### src/rtl/trap_arbiter_if.sv
// +----------------------------------------------------------------------+
// | trap_arbiter_if : stage exception / trap request bundle, rev 1.0    |
// +----------------------------------------------------------------------+
`default_nettype none

interface trap_arbiter_if;
  logic        id_v, ex_v, mem_v;
  logic [31:0] id_pc, ex_pc, mem_pc;
  logic        id_exc, ex_exc, mem_exc;
  logic [31:0] id_cause, ex_cause, mem_cause;
  logic        mret_wb;
  logic        mstatus_mie;
  logic        mie_meie;
  logic        irq_async;
  logic        take_trap;
  logic        take_trap_raw;
  logic        trap_set;
  logic [31:0] trap_cause;
  logic [31:0] trap_pc;
  logic        flush_id, flush_ex, flush_mem;
  logic        intr_synced;
  logic        cu_intr_ack;

  modport master (
    output id_v, ex_v, mem_v, id_pc, ex_pc, mem_pc,
    output id_exc, ex_exc, mem_exc, id_cause, ex_cause, mem_cause,
    output mret_wb, mstatus_mie, mie_meie, irq_async, take_trap,
    input  take_trap_raw, trap_set, trap_cause, trap_pc,
    input  flush_id, flush_ex, flush_mem, intr_synced, cu_intr_ack
  );

  modport slave (
    input  id_v, ex_v, mem_v, id_pc, ex_pc, mem_pc,
    input  id_exc, ex_exc, mem_exc, id_cause, ex_cause, mem_cause,
    input  mret_wb, mstatus_mie, mie_meie, irq_async, take_trap,
    output take_trap_raw, trap_set, trap_cause, trap_pc,
    output flush_id, flush_ex, flush_mem, intr_synced, cu_intr_ack
  );
endinterface

`default_nettype wire

### src/rtl/trap_arbiter.sv
// +----------------------------------------------------------------------+
// | trap_arbiter : program-order trap selection for the CSR adapter      |
// | rev 1.0                                                              |
// +----------------------------------------------------------------------+
`default_nettype none

module trap_arbiter #(
  parameter logic [31:0] IRQ_CAUSE     = 32'h8000_000B,
  parameter int unsigned SETTLE_CYCLES = 2
) (
  input  logic           clk_i,
  input  logic           rstn_i,
  trap_arbiter_if.slave  bus
);

  localparam int unsigned SW = (SETTLE_CYCLES < 2) ? 1 : $clog2(SETTLE_CYCLES + 1);
  typedef logic [SW-1:0] settle_t;
  localparam settle_t SETTLE_LOAD = settle_t'(SETTLE_CYCLES);

  typedef enum logic [1:0] {
    ST_IDLE   = 2'd0,
    ST_WAIT   = 2'd1,
    ST_SETTLE = 2'd2
  } state_t;

  state_t  state_q, state_d;
  settle_t settle_q, settle_d;
  logic    sync1_q, sync2_q, sync2_dly_q;
  logic    irq_pending_q, irq_pending_d;

  logic        mem_hit, ex_hit, id_hit, any_v, irq_ok;
  logic        issue, irq_issue;
  logic [31:0] cause, pc;
  logic        fl_mem, fl_ex, fl_id;

  assign mem_hit = bus.mem_v & bus.mem_exc;
  assign ex_hit  = bus.ex_v  & bus.ex_exc;
  assign id_hit  = bus.id_v  & bus.id_exc;
  assign any_v   = bus.mem_v | bus.ex_v | bus.id_v;
  assign irq_ok  = (state_q == ST_IDLE) & irq_pending_q & bus.mstatus_mie & bus.mie_meie
                 & ~bus.mret_wb & (settle_q == '0) & any_v;

  always_comb begin
    state_d   = state_q;
    settle_d  = settle_q;
    issue     = 1'b0;
    irq_issue = 1'b0;
    cause     = '0;
    pc        = '0;
    fl_mem    = 1'b0;
    fl_ex     = 1'b0;
    fl_id     = 1'b0;

    // While waiting for the redirect, younger exceptions are wrong-path.
    if (state_q != ST_WAIT) begin
      if (mem_hit) begin
        issue = 1'b1; cause = bus.mem_cause; pc = bus.mem_pc;
        fl_mem = 1'b1; fl_ex = 1'b1; fl_id = 1'b1;
      end else if (ex_hit) begin
        issue = 1'b1; cause = bus.ex_cause; pc = bus.ex_pc;
        fl_ex = 1'b1; fl_id = 1'b1;
      end else if (id_hit) begin
        issue = 1'b1; cause = bus.id_cause; pc = bus.id_pc;
        fl_id = 1'b1;
      end else if (irq_ok) begin
        issue = 1'b1; irq_issue = 1'b1; cause = IRQ_CAUSE;
        if (bus.mem_v) begin
          pc = bus.mem_pc; fl_mem = 1'b1; fl_ex = 1'b1; fl_id = 1'b1;
        end else if (bus.ex_v) begin
          pc = bus.ex_pc; fl_ex = 1'b1; fl_id = 1'b1;
        end else begin
          pc = bus.id_pc; fl_id = 1'b1;
        end
      end
    end

    case (state_q)
      ST_WAIT: begin
        fl_mem = 1'b1; fl_ex = 1'b1; fl_id = 1'b1;
        if (bus.take_trap) begin
          state_d  = ST_SETTLE;
          settle_d = SETTLE_LOAD;
        end
      end
      ST_IDLE, ST_SETTLE: begin
        if (issue) begin
          // The adapter may return the redirect in the issue cycle itself.
          state_d  = bus.take_trap ? ST_SETTLE : ST_WAIT;
          settle_d = bus.take_trap ? SETTLE_LOAD : '0;
        end else if (state_q == ST_SETTLE) begin
          settle_d = (settle_q == '0) ? '0 : settle_q - settle_t'(1);
          if (settle_q <= settle_t'(1)) state_d = ST_IDLE;
        end
      end
      default: begin
        state_d  = ST_IDLE;
        settle_d = '0;
      end
    endcase
  end

  assign irq_pending_d = (sync2_q & ~sync2_dly_q) | (irq_pending_q & ~irq_issue);

  always_ff @(posedge clk_i) begin
    if (!rstn_i) begin
      state_q       <= ST_IDLE;
      settle_q      <= '0;
      sync1_q       <= 1'b0;
      sync2_q       <= 1'b0;
      sync2_dly_q   <= 1'b0;
      irq_pending_q <= 1'b0;
    end else begin
      state_q       <= state_d;
      settle_q      <= settle_d;
      sync1_q       <= bus.irq_async;
      sync2_q       <= sync1_q;
      sync2_dly_q   <= sync2_q;
      irq_pending_q <= irq_pending_d;
    end
  end

  assign bus.take_trap_raw = issue;
  assign bus.trap_set      = issue;
  assign bus.trap_cause    = cause;
  assign bus.trap_pc       = pc;
  assign bus.flush_mem     = fl_mem;
  assign bus.flush_ex      = fl_ex;
  assign bus.flush_id      = fl_id;
  assign bus.intr_synced   = sync2_q;
  assign bus.cu_intr_ack   = irq_issue;

endmodule

`default_nettype wire
### src/flat_wrapper.sv
// flat-port wrapper written by rule: the top's interface ports become plain ports
module trap_arbiter_flat 
#(
  parameter logic [31:0] IRQ_CAUSE     = 32'h8000_000B,
  parameter int unsigned SETTLE_CYCLES = 2
)
  (clk_i, rstn_i, bus_id_v, bus_ex_v, bus_mem_v, bus_id_pc, bus_ex_pc, bus_mem_pc, bus_id_exc, bus_ex_exc, bus_mem_exc, bus_id_cause, bus_ex_cause, bus_mem_cause, bus_mret_wb, bus_mstatus_mie, bus_mie_meie, bus_irq_async, bus_take_trap, bus_take_trap_raw, bus_trap_set, bus_trap_cause, bus_trap_pc, bus_flush_id, bus_flush_ex, bus_flush_mem, bus_intr_synced, bus_cu_intr_ack);
  trap_arbiter_if bus_i ();
  input  logic clk_i;
  input  logic rstn_i;
  input wire logic [$bits(bus_i.id_v)-1:0] bus_id_v;
  input wire logic [$bits(bus_i.ex_v)-1:0] bus_ex_v;
  input wire logic [$bits(bus_i.mem_v)-1:0] bus_mem_v;
  input wire logic [$bits(bus_i.id_pc)-1:0] bus_id_pc;
  input wire logic [$bits(bus_i.ex_pc)-1:0] bus_ex_pc;
  input wire logic [$bits(bus_i.mem_pc)-1:0] bus_mem_pc;
  input wire logic [$bits(bus_i.id_exc)-1:0] bus_id_exc;
  input wire logic [$bits(bus_i.ex_exc)-1:0] bus_ex_exc;
  input wire logic [$bits(bus_i.mem_exc)-1:0] bus_mem_exc;
  input wire logic [$bits(bus_i.id_cause)-1:0] bus_id_cause;
  input wire logic [$bits(bus_i.ex_cause)-1:0] bus_ex_cause;
  input wire logic [$bits(bus_i.mem_cause)-1:0] bus_mem_cause;
  input wire logic [$bits(bus_i.mret_wb)-1:0] bus_mret_wb;
  input wire logic [$bits(bus_i.mstatus_mie)-1:0] bus_mstatus_mie;
  input wire logic [$bits(bus_i.mie_meie)-1:0] bus_mie_meie;
  input wire logic [$bits(bus_i.irq_async)-1:0] bus_irq_async;
  input wire logic [$bits(bus_i.take_trap)-1:0] bus_take_trap;
  output wire logic [$bits(bus_i.take_trap_raw)-1:0] bus_take_trap_raw;
  output wire logic [$bits(bus_i.trap_set)-1:0] bus_trap_set;
  output wire logic [$bits(bus_i.trap_cause)-1:0] bus_trap_cause;
  output wire logic [$bits(bus_i.trap_pc)-1:0] bus_trap_pc;
  output wire logic [$bits(bus_i.flush_id)-1:0] bus_flush_id;
  output wire logic [$bits(bus_i.flush_ex)-1:0] bus_flush_ex;
  output wire logic [$bits(bus_i.flush_mem)-1:0] bus_flush_mem;
  output wire logic [$bits(bus_i.intr_synced)-1:0] bus_intr_synced;
  output wire logic [$bits(bus_i.cu_intr_ack)-1:0] bus_cu_intr_ack;
  assign bus_i.id_v = bus_id_v;
  assign bus_i.ex_v = bus_ex_v;
  assign bus_i.mem_v = bus_mem_v;
  assign bus_i.id_pc = bus_id_pc;
  assign bus_i.ex_pc = bus_ex_pc;
  assign bus_i.mem_pc = bus_mem_pc;
  assign bus_i.id_exc = bus_id_exc;
  assign bus_i.ex_exc = bus_ex_exc;
  assign bus_i.mem_exc = bus_mem_exc;
  assign bus_i.id_cause = bus_id_cause;
  assign bus_i.ex_cause = bus_ex_cause;
  assign bus_i.mem_cause = bus_mem_cause;
  assign bus_i.mret_wb = bus_mret_wb;
  assign bus_i.mstatus_mie = bus_mstatus_mie;
  assign bus_i.mie_meie = bus_mie_meie;
  assign bus_i.irq_async = bus_irq_async;
  assign bus_i.take_trap = bus_take_trap;
  assign bus_take_trap_raw = bus_i.take_trap_raw;
  assign bus_trap_set = bus_i.trap_set;
  assign bus_trap_cause = bus_i.trap_cause;
  assign bus_trap_pc = bus_i.trap_pc;
  assign bus_flush_id = bus_i.flush_id;
  assign bus_flush_ex = bus_i.flush_ex;
  assign bus_flush_mem = bus_i.flush_mem;
  assign bus_intr_synced = bus_i.intr_synced;
  assign bus_cu_intr_ack = bus_i.cu_intr_ack;
  trap_arbiter #(.IRQ_CAUSE(IRQ_CAUSE), .SETTLE_CYCLES(SETTLE_CYCLES)) u_core (.clk_i(clk_i), .rstn_i(rstn_i), .bus(bus_i));
endmodule
### config.mk
export PLATFORM = sky130hd
export DESIGN_NAME = trap_arbiter_flat
export DESIGN_NICKNAME = d
export VERILOG_FILES = /design/src/rtl/trap_arbiter_if.sv /design/src/rtl/trap_arbiter.sv /design/src/flat_wrapper.sv
export SDC_FILE = /design/constraint.sdc
export NUM_CORES = 1
export LEC_CHECK = 0
export CELL_PAD_IN_SITES_DETAIL_PLACEMENT = 1
export CELL_PAD_IN_SITES_GLOBAL_PLACEMENT = 1
export CORE_AREA = 2 2 169 88
export DETAILED_ROUTE_END_ITERATION = 10
export DIE_AREA = 0 0 171 90
export PLACE_DENSITY = 0.93
export SYNTH_ARGS = -nofsm -noshare
export SYNTH_HDL_FRONTEND = slang
export SYNTH_SLANG_ARGS = --single-unit
export TNS_END_PERCENT = 50
### constraint.sdc
create_clock -name clk_i -period 3.5 [get_ports clk_i]
set_input_delay 0.525 -clock clk_i [delete_from_list [all_inputs] [get_ports clk_i]]
set_output_delay 0.525 -clock clk_i [all_outputs]
set_load 0.02 [all_outputs]
---- Word-level counts from Yosys, hierarchy flattened ----
Index checks and enable logic that the tools add are counted.
cells by class
  $add $sub $neg .......................... 1
  multiply operators ...................... 0
  div/mod/pow operators ................... 0
  magnitude comparators ................... 1
  eq/ne operators ......................... 6
  shifts and indexed selects .............. 0
  multiplexer cells ....................... 48
  bitwise logic cells ..................... 17
  reduce and logical (&&, ||, !) cells .... 5
operators with widths
  kind                                                    count
  2-to-1 mux 32 bit                                       12
  2-to-1 mux 1 bit                                        25
  2-to-1 mux 2 bit                                        9
  AND 1 bit                                               11
  one-hot mux 2 bit (2 select lines)                      2
  inequality test 3 x 2 -> 1 bit (second input constant)  2
  zero test 2 bit                                         2
  NOT 1 bit                                               3
  bitwise OR 1 bit                                        3
  AND reduction 3 bit                                     1
  == test 2 x 1 -> 1 bit (second input constant)          1
  == test 2 bit (second input constant)                   1
  <= comparator 2 x 1 -> 1 bit (second input constant)    1
  inequality test 2 x 1 -> 1 bit (second input constant)  1
  inequality test 2 bit (second input constant)           1
  AND reduction 2 bit                                     1
  OR reduction 2 bit                                      1
  subtractor 2 x 1 -> 2 bit (second input constant)       1
storage, ports and cells
  register bits after elaboration ......... 8
  latch bits .............................. 0
  bits in writable memories ............... 0
  memory bits (read-only) ................. 0
  word-level logic and storage cells ...... 84
  memories ................................ 0

---- Logic depth before layout (Yosys ltp) ----
  word-level depth ........................ 15
  mapped depth ............................ 7
  depth with buffers taken out ............ 4

---- Worst setup path before layout ----
No wires, ideal clock.
  path type ............................... input port to output port
  start point ............................. input bus_mret_wb
  end point ............................... output bus_trap_set
  arrival time ............................ 2131 ps
  required time ........................... 2975 ps
  slack ................................... 844 ps
  stages on the path ...................... 5
  cell sequence ........................... or4b_4 > or3_4 > and2_4 > nor2_1 > buf_4
between the ends
  longest elaborated chain between the ends .. 9
ends and longest elaborated chain
  item                    line                text
  from (decl)             flat_wrapper.sv:23  input wire logic [$bits(bus_i.mret_wb)-1:0] bus_mret_wb;
  NOT 1 bit               trap_arbiter.sv:41  & ~bus.mret_wb & (settle_q == '0) & any_v;
  AND 1 bit (3 in a row)  trap_arbiter.sv:41
  2-to-1 mux 1 bit        trap_arbiter.sv:65  end else if (irq_ok) begin
  2-to-1 mux 1 bit        trap_arbiter.sv:62  end else if (id_hit) begin
  2-to-1 mux 1 bit        trap_arbiter.sv:59  end else if (ex_hit) begin
  2-to-1 mux 1 bit        trap_arbiter.sv:56  if (mem_hit) begin
  2-to-1 mux 1 bit        trap_arbiter.sv:55  if (state_q != ST_WAIT) begin
  to (decl)               flat_wrapper.sv:29  output wire logic [$bits(bus_i.trap_set)-1:0] bus_trap_set;
No other way between the ends.

---- Final worst setup path ----
  start point ............................. input bus_mie_meie
  end point ............................... output bus_take_trap_raw
between the ends
  longest elaborated chain between the ends .. 9
ends and longest elaborated chain
  item                    line                text
  from (decl)             flat_wrapper.sv:25  input wire logic [$bits(bus_i.mie_meie)-1:0] bus_mie_meie;
  AND 1 bit               trap_arbiter.sv:40  assign irq_ok = (state_q == ST_IDLE) & irq_pending_q & bus.mstatus_mie & bus.mie_meie
  AND 1 bit (3 in a row)  trap_arbiter.sv:41
  2-to-1 mux 1 bit        trap_arbiter.sv:65
  2-to-1 mux 1 bit        trap_arbiter.sv:62
  2-to-1 mux 1 bit        trap_arbiter.sv:59
  2-to-1 mux 1 bit        trap_arbiter.sv:56
  2-to-1 mux 1 bit        trap_arbiter.sv:55
  to (decl)               flat_wrapper.sv:28  output wire logic [$bits(bus_i.take_trap_raw)-1:0] bus_take_trap_raw;
No other way between the ends.

==> impl_metrics.json <==
{
  "via_count": 4219,
  "grt_max_degree": 46,
  "startpoint": "bus_mie_meie",
  "die_y_um": 90,
  "worst_slew_pin_slew_ns": 0.665,
  "ioPinCount": 276,
  "syn_avg_cell_area_um2": 5.88,
  "drive_above_1_share": 0.0638,
  "start_kind": "primary input",
  "syn_area_um2": 2190,
  "gr-total-overflow": 0,
  "crit_top_cell": "clkdlybuf4s50_1",
  "syn_nets": 578,
  "synth_cells": 373,
  "grt_pass1_vias": 4357,
  "slew_viol_final": 0,
  "via_per_inst": 5.11,
  "finClkSkew_ns": 0.00117,
  "coreArea_um2": 14000,
  "hp-start": "u_core.sync1_q",
  "ant_nets": 0,
  "setup_ws_ns": 0.0893,
  "antenna_found_initial": 0,
  "cts_tree": "built",
  "required_ns": 2.97,
  "ir_worst_vdd_uv": 154,
  "power.density_nw_per_um2": 200,
  "clkSinkCount": 8,
  "yosysWarnings": 0,
  "grt_usage": 0.194,
  "port_buffers": 275,
  "drc": 0,
  "setup_viol": 0,
  "fin_nets": 834,
  "final_core_util": 0.381,
  "hold_class": "reg -> reg",
  "p_leak_nw": 1.93,
  "clk_pin_slew_worst_paths_ns": 0.04,
  "path_class": "in -> out",
  "n_antenna_cell": 0,
  "crit_chain": "clkdlybuf4s50_1, or4b_4, or3_4, and2_4, nor2_1, clkdlybuf4s50_1",
  "grt_setup_unrepaired": "no",
  "r2r-start": "u_core.settle_q[1]",
  "critPathArrivalTime_ns": 2.89,
  "synth_flop_cell": "dfxtp_1",
  "hold_ws_ns": 0.455,
  "cts-htree-levels": 1,
  "hpwl_um": 12500,
  "pre_cts_slack_ns": -0.119,
  "crit_path_max_fanout": 4,
  "dieArea_um2": 15400,
  "finalCritPeriodShare": 0.974,
  "period_minus_slack_ns": 3.41,
  "drt-total-wl_um": 15900,
  "cts_buffer_depth": 2,
  "synth.ff_latch_count": 8,
  "fillCellCount": 1741,
  "critical-path-max-stage-delay_ns": 0.62,
  "async_reset_ff_frac": 0,
  "final_common_cell": "clkdlybuf4s50_1",
  "clockRootBuffer": "clkbuf_16",
  "dp.cells": 822,
  "mostFrequentLayoutCells": "clkdlybuf4s50_1, o21ai_0, a21oi_1, nor3_1, a31oi_1",
  "synth.yosys.seq_area_share": 0.0730,
  "dr.pass1.iters": 5,
  "synth_edf_count": 0,
  "drt_iter0_drc": 290,
  "fp-row-count": 31,
  "initial_core_util": 0.156,
  "grt_pass1_wl_um": 24200,
  "gp_congestion": 0.879,
  "outcome": "finished clean",
  "drv_cap": 0,
  "fmax_mhz": 293,
  "die_w_um": 171,
  "insertion_delay_ns": 0.23,
  "area_growth_pct": 144,
  "fin_cells": 825,
  "max_slew_margin": 0.553,
  "cts_buffers": 3,
  "cpMaxStageDelayCell": "clkdlybuf4s50_1",
  "cp-end-kind": "output port",
  "wl_per_cell_um": 19.2,
  "ys_types": 44,
  "hold_violations": 0
}
logic make-up after synthesis:
family / share of synthesized area
flops: 0.0730
simple gates: 0.254
compound gates: 0.582
buf+inv: 0.0907
layer usage:
layer / global-route usage / wire length, µm / vias up
li1: - / - / 1975
met1: 0.253 / 6900 / 2033
met2: 0.333 / 7540 / 195
met3: 0.0396 / 1220 / 16
met4: 0.0360 / 211 / 0
met5: 0 / 0 / -
power by group:
part,internal [mW],leakage [nW],switching (mW),total [mW]
registers,0.0972,0.0658,0.00771,0.105
clock network,0.148,0.0370,0.0472,0.195
logic,0.419,1.83,0.354,0.772
final timing paths:
check | slack (ns) | cells past startpoint | to
worst max register to register | 1.51 | 4 | u_core.settle_q[1]
worst min-delay path | 0.45 | 1 | u_core.bus.intr_synced
worst min register to register | 0.45 | 1 | u_core.bus.intr_synced
worst max-delay path | 0.09 | 6 | bus_take_trap_raw
flip-flops by register name, indices dropped and copies added (netlist names):
name and cells:
u_core.state_q 2, u_core.sync2_dly_q 1, u_core.sync1_q 1, u_core.settle_q 2, u_core.irq_pending_q 1, u_core.bus.intr_synced 1
worst max-delay path: cells and delay by family:
kind          cells  cell delay (ns)
buf+inv           2             1.11
simple gates      4             1.26
stage by stage:
step / instance area, µm² / total power [mW] / TNS [ns]
2_1_floorplan: 2190 / 0.409 / 0
3_3_place_gp: 5300 / 0.894 / -0.109
3_5_place_dp: 5300 / 0.905 / -1.22
4_1_cts: 5340 / 1.08 / 0
5_1_grt: 5350 / 1.13 / 0
6_report: 5350 / 1.07 / 0
synth_stat cells, types with 2 or more instances:
library cell	n	area (µm²)
inv_1	2	7.51
buf_2	2	10.0
nor4bb_1	2	20.0
a221oi_1	28	245
o2111ai_1	2	17.5
nor3_1	33	165
o221ai_1	5	43.8
clkbuf_1	38	143
nor2_1	33	124
a31oi_1	32	200
nand2b_1	2	12.5
nor4b_1	2	17.5
o21ai_0	94	470
a21oi_1	37	185
a21boi_0	2	15.0
dfxtp_1	8	160
buf_1	4	15.0
nand3_1	4	20.0
and2_1	6	37.5
nand2_1	11	41.3
o21bai_1	2	15.0
and4_1	2	17.5
repair_timing:
item	in CTS	in global routing
setup buffers	0	0
hold buffers	0	0
resized for setup	29	4
endpoints found under the setup margin	29	7
cell type report:
cell class / instances / area (µm²) / share of cell area
clock buffer: 3 / 75.1 / 0.0140
inverter: 2 / 7.51 / 0.00140
multi-input combinational: 316 / 1860 / 0.347
sequential: 8 / 160 / 0.0299
tap: 198 / 248 / 0.0463
timing repair buffer: 298 / 3000 / 0.562
Note: power is estimated with default switching activity, not from simulation.
